--- src/rtl/seq_shifter.sv ---
// Multi-cycle shifter: SLL/SRL/SRA/ROTL by a runtime amount, at most STEP bits per clock,
// with a start/busy/done handshake and a held result register.
module seq_shifter #(
  parameter int unsigned N    = 32,
  parameter int unsigned STEP = 1,
  localparam int unsigned SW  = $clog2(N)
) (
  input  logic          clk,
  input  logic          rst,
  input  logic          start,
  input  logic [1:0]    op,
  input  logic [N-1:0]  a,
  input  logic [SW-1:0] shamt,
  output logic [N-1:0]  result,
  output logic          busy,
  output logic          done
);

  typedef enum logic [1:0] {
    StIdle,
    StBusy,
    StDone
  } state_e;

  typedef enum logic [1:0] {
    OpSll  = 2'b00,
    OpSrl  = 2'b01,
    OpSra  = 2'b10,
    OpRotl = 2'b11
  } op_e;

  // One extra bit so STEP and N stay representable when they equal 2**SW.
  localparam logic [SW:0] StepW = STEP[SW:0];
  localparam logic [SW:0] NW    = N[SW:0];

  state_e        state_q;
  op_e           op_q;
  logic [N-1:0]  work_q;
  logic [SW-1:0] rem_q;

  logic [SW:0]   rem_ext;
  logic [SW:0]   step_amt;
  logic [N-1:0]  shifted;

  // Final partial step shifts by exactly the remaining count, never past it.
  always_comb begin
    rem_ext  = {1'b0, rem_q};
    step_amt = (rem_ext < StepW) ? rem_ext : StepW;
  end

  always_comb begin
    shifted = work_q;
    unique case (op_q)
      OpSll:   shifted = work_q << step_amt;
      OpSrl:   shifted = work_q >> step_amt;
      OpSra:   shifted = $unsigned($signed(work_q) >>> step_amt);
      OpRotl:  shifted = (work_q << step_amt) | (work_q >> (NW - step_amt));
      default: shifted = work_q;
    endcase
  end

  always_ff @(posedge clk) begin
    if (rst) begin
      state_q <= StIdle;
      op_q    <= OpSll;
      work_q  <= '0;
      rem_q   <= '0;
      result  <= '0;
      busy    <= 1'b0;
      done    <= 1'b0;
    end else begin
      done <= 1'b0;
      unique case (state_q)
        StIdle, StDone: begin
          if (start) begin
            work_q  <= a;
            op_q    <= op_e'(op);
            rem_q   <= shamt;
            busy    <= 1'b1;
            state_q <= StBusy;
          end else begin
            state_q <= StIdle;
          end
        end
        StBusy: begin
          if (rem_q != '0) begin
            work_q <= shifted;
            rem_q  <= rem_q - step_amt[SW-1:0];
          end else begin
            result  <= work_q;
            busy    <= 1'b0;
            done    <= 1'b1;
            state_q <= StDone;
          end
        end
        default: begin
          busy    <= 1'b0;
          state_q <= StIdle;
        end
      endcase
    end
  end

endmodule
--- config.mk ---
export PLATFORM = sky130hd
export DESIGN_NAME = seq_shifter
export DESIGN_NICKNAME = d
export VERILOG_FILES = /design/src/rtl/seq_shifter.sv
export SDC_FILE = /design/constraint.sdc
export NUM_CORES = 1
export LEC_CHECK = 0
export ABC_AREA = 1
export CAP_MARGIN = 40
export CORE_UTILIZATION = 53
export DETAILED_ROUTE_END_ITERATION = 8
export GPL_ROUTABILITY_DRIVEN = 0
export MAX_ROUTING_LAYER = met4
export PLACE_DENSITY = 0.79
export REMOVE_ABC_BUFFERS = 1
export SLEW_MARGIN = 30
export SYNTH_ARGS = -nofsm -noshare
export SYNTH_HDL_FRONTEND = slang
export SYNTH_SLANG_ARGS = --single-unit
--- constraint.sdc ---
create_clock -name clk -period 2.55 [get_ports clk]
set_clock_uncertainty 0.05 [all_clocks]
set_input_delay 0.51 -clock clk [delete_from_list [all_inputs] [get_ports clk]]
set_output_delay 0.51 -clock clk [all_outputs]
set_load 0.05 [all_outputs]
==> summary.txt, run 1 <==
ANT nets after route = 0
Post-DP Area = 5019 um2
Synth area leader = dfxtp_1
Post-CTS Hold Buffers = 0
TritonCTS clock tree = yes
Post-route cell area = 5213 um2
Share of cells above drive strength 1 = 0.06447
Total core area = 7727 um2
DR WL/cell = 15.00 um
RSZ-0062 raised after global routing = false
Post-CTS sizing = 0
Minimum clock period = 2215 ps
Row cnt = 32
Num CTS Buffers = 9
GRT Util Overall = 0.3221
P_int = 2.532 mW
Vias in the first global route = 4,538
Final-layout fill cell count = 709
Tightest Pin Transition = 828.4 ps
Routed WL = 12.46 mm
Worst r2r src = rem_q[1]$_SDFFE_PP0P_
Die Span X = 91.22 um
Gate power share = 0.489
Max Cap Violations = 0
Nets = 768
Fmax = 451.5 MHz
Crit path kind = reg2reg
CP endpoint = work_q[5]$_SDFFE_PP0P_
Drt first-iter violations = 384
Most common cell after layout, fill and taps aside = nand2_1
Netlist cell types = 31
Area delta synth->final = 23.55%
ANT cells = 0
Yosys warning total = 0
Worst slew margin = 0.4470
Maximum number of pins on one net before global-route repair = 47
Seq pwr share = 0.312
Pre-antenna DRT Iters = 5
Clock power share = 0.199
Synthesized flop and latch total = 75
Critical Path Start = rem_q[1]$_SDFFE_PP0P_
Hold Violations, Final = 0
Netlist Area Pre-Place = 4219 um2
DRC viols = 0
HP Class = reg2reg
Vias = 4,837
Flop2flop setup slack = 340 ps
Initial Util = 0.5460
Worst-path clk slew = 80 ps
Share of Yosys cell area claimed by the top area cell type = 0.3559
Critical path endpoint category = flop
Total die area = 8321 um2
Via/cell ratio = 5.821
Gr ovfl total = 0
Final Util = 0.6745
Die Span Y = 91.22 um
Max-slew violations = 0
Peak supply drop = 0.5165 mV
Synth area leaders = dfxtp_1 36%, nand2_1 15%, o21ai_0 11%
DP HPWL = 8.645 mm
Post-synthesis sequential area ratio = 0.3559
Commonest cells after routing, fill and taps aside = 167 x nand2_1, 90 x o21ai_0, 78 x a21oi_1
Status = finished clean
Skew-Pair Late Insertion Delay = 350 ps
Port-buffer cells = 75
Switching pwr = 2.078 mW
Clk sinks = 75
Worst EP arrival = 2440 ps
RR Endpoint = work_q[5]$_SDFFE_PP0P_
Worst Setup Start Kind = flop
Final setup fails = 0
Number of I/O pins = 76
Root Driver = clkbuf_8
Switching share of power = 0.4507
Final cycle utilization of the critical path = 0.8686
Syn_area_per_cell = 6.373 um2
PD cells = 884.4 nW/um2
Critical Path RT = 2770 ps
Worst-case reg-to-reg path depth = 12
Number of post-CTS setup repair buffers = 0
Initial antenna violation count = 0
CP Max Fanout = 12
Htree depth = 3
Mapped Cells = 662
Deepest clock path buffer count = 2
First-pass GRT wire length = 20.99 mm
Leakage = 2.204 nW
Fin Hold WS = 414.1 ps
kinds of logic after synthesis:
kind of cell	after synthesis	synth area share
AND/OR/NAND/NOR	279	0.2791
other	1	0.0008888
AO/OA/AOI/OAI	207	0.2580
buffers and inverters	97	0.09816
adder cells (fa/ha/maj)	2	0.005930
XOR/XNOR	1	0.002076
flip-flops	75	0.3559
metal layers:
layer	track usage	up-vias	part of all wire
met5	-	-	0
met4	0.1561	0	0.033
met3	0.05276	44	0.079
met2	0.5088	261	0.46
met1	0.4003	2201	0.43
li1	-	2331	-
worst max-delay path, stage by stage, from the launching register on:
cell and delay, ps:
dfxtp_1 360, nor2_4 200, nand2_2 100, nor2_2 110
ha_1 290, nand2_2 110, nor2_2 400, nand3_1 180
o21ai_0 120, nand2_1 70, nand2_1 60, nand2_1 40
o21ai_0 60
flip-flops by register name, summed over array words and instances (netlist names):
name / count
done: 1
state_q: 2
work_q: 32
result: 32
rem_q: 5
busy: 1
op_q: 2
per-stage QoR:
step	TNS [ps]	cells	worst slack (ps)	total power, mW
after detailed placement	0	815	200.4	3.657
final	0	831	335.1	4.610
after floorplan	-19470	623	-706.6	2.986
after CTS	0	831	374.3	4.569
after global routing	0	831	112.8	4.927
after global placement	0	815	266.8	3.606
worst min-delay path by stage:
| stage | start | end | slack (ps) | depth (start not counted) |
|---|---|---|---|---|
| 5_1_grt | result[7]$_SDFFE_PP0P_ | result[7]$_SDFFE_PP0P_ | 420 | 2 |
| 4_1_cts | result[7]$_SDFFE_PP0P_ | result[7]$_SDFFE_PP0P_ | 410 | 2 |
| 2_1_floorplan | work_q[3]$_SDFFE_PP0P_ | work_q[3]$_SDFFE_PP0P_ | 390 | 2 |
| 3_5_place_dp | result[7]$_SDFFE_PP0P_ | result[7]$_SDFFE_PP0P_ | 400 | 2 |
| 3_3_place_gp | work_q[3]$_SDFFE_PP0P_ | work_q[3]$_SDFFE_PP0P_ | 400 | 2 |
| 6_report | result[7]$_SDFFE_PP0P_ | result[7]$_SDFFE_PP0P_ | 410 | 2 |
layout make-up:
| class | count | area [um2] | area share |
|---|---|---|---|
| inverter | 58 | 217.7 | 0.04177 |
| tap | 102 | 127.6 | 0.02448 |
| sequential | 75 | 1501 | 0.2880 |
| clock buffer | 11 | 141.4 | 0.02712 |
| clock inverter | 5 | 52.55 | 0.01008 |
| timing repair buffer | 90 | 863.3 | 0.1656 |
| multi-input combinational | 490 | 2308 | 0.4429 |
power groups by stage:
stage | registers [mW] | logic (mW) | clock network, mW
after global routing | 1.46 | 2.49 | 0.978
after global placement | 1.46 | 2.15 | 0
after CTS | 1.44 | 2.21 | 0.921
final | 1.44 | 2.25 | 0.916
after detailed placement | 1.46 | 2.19 | 0
after floorplan | 1.67 | 1.31 | 0
synth_stat cells, drive strengths merged:
cell / count
nand2: 172
o21ai: 100
a21oi: 78
dfxtp: 75
inv: 56
nor2: 49
nand3: 46
buf: 20
clkbuf: 19
o22ai: 16
nand4: 8
a211oi: 7
o211ai: 3
clkinv: 2
ha: 2
nor3: 2
or2: 2
a31oi: 1
conb: 1
o21bai: 1
o32ai: 1
xor2: 1
Note: power is estimated with default switching activity, not from simulation.
==> run 2: changes to the inputs <==
HOLD_SLACK_MARGIN = 0.15   (was not set)
SKIP_LAST_GASP = 1   (was not set)
==> results of run 2 <==
The final DEF is identical to that of run 1; final timing and power are the same.
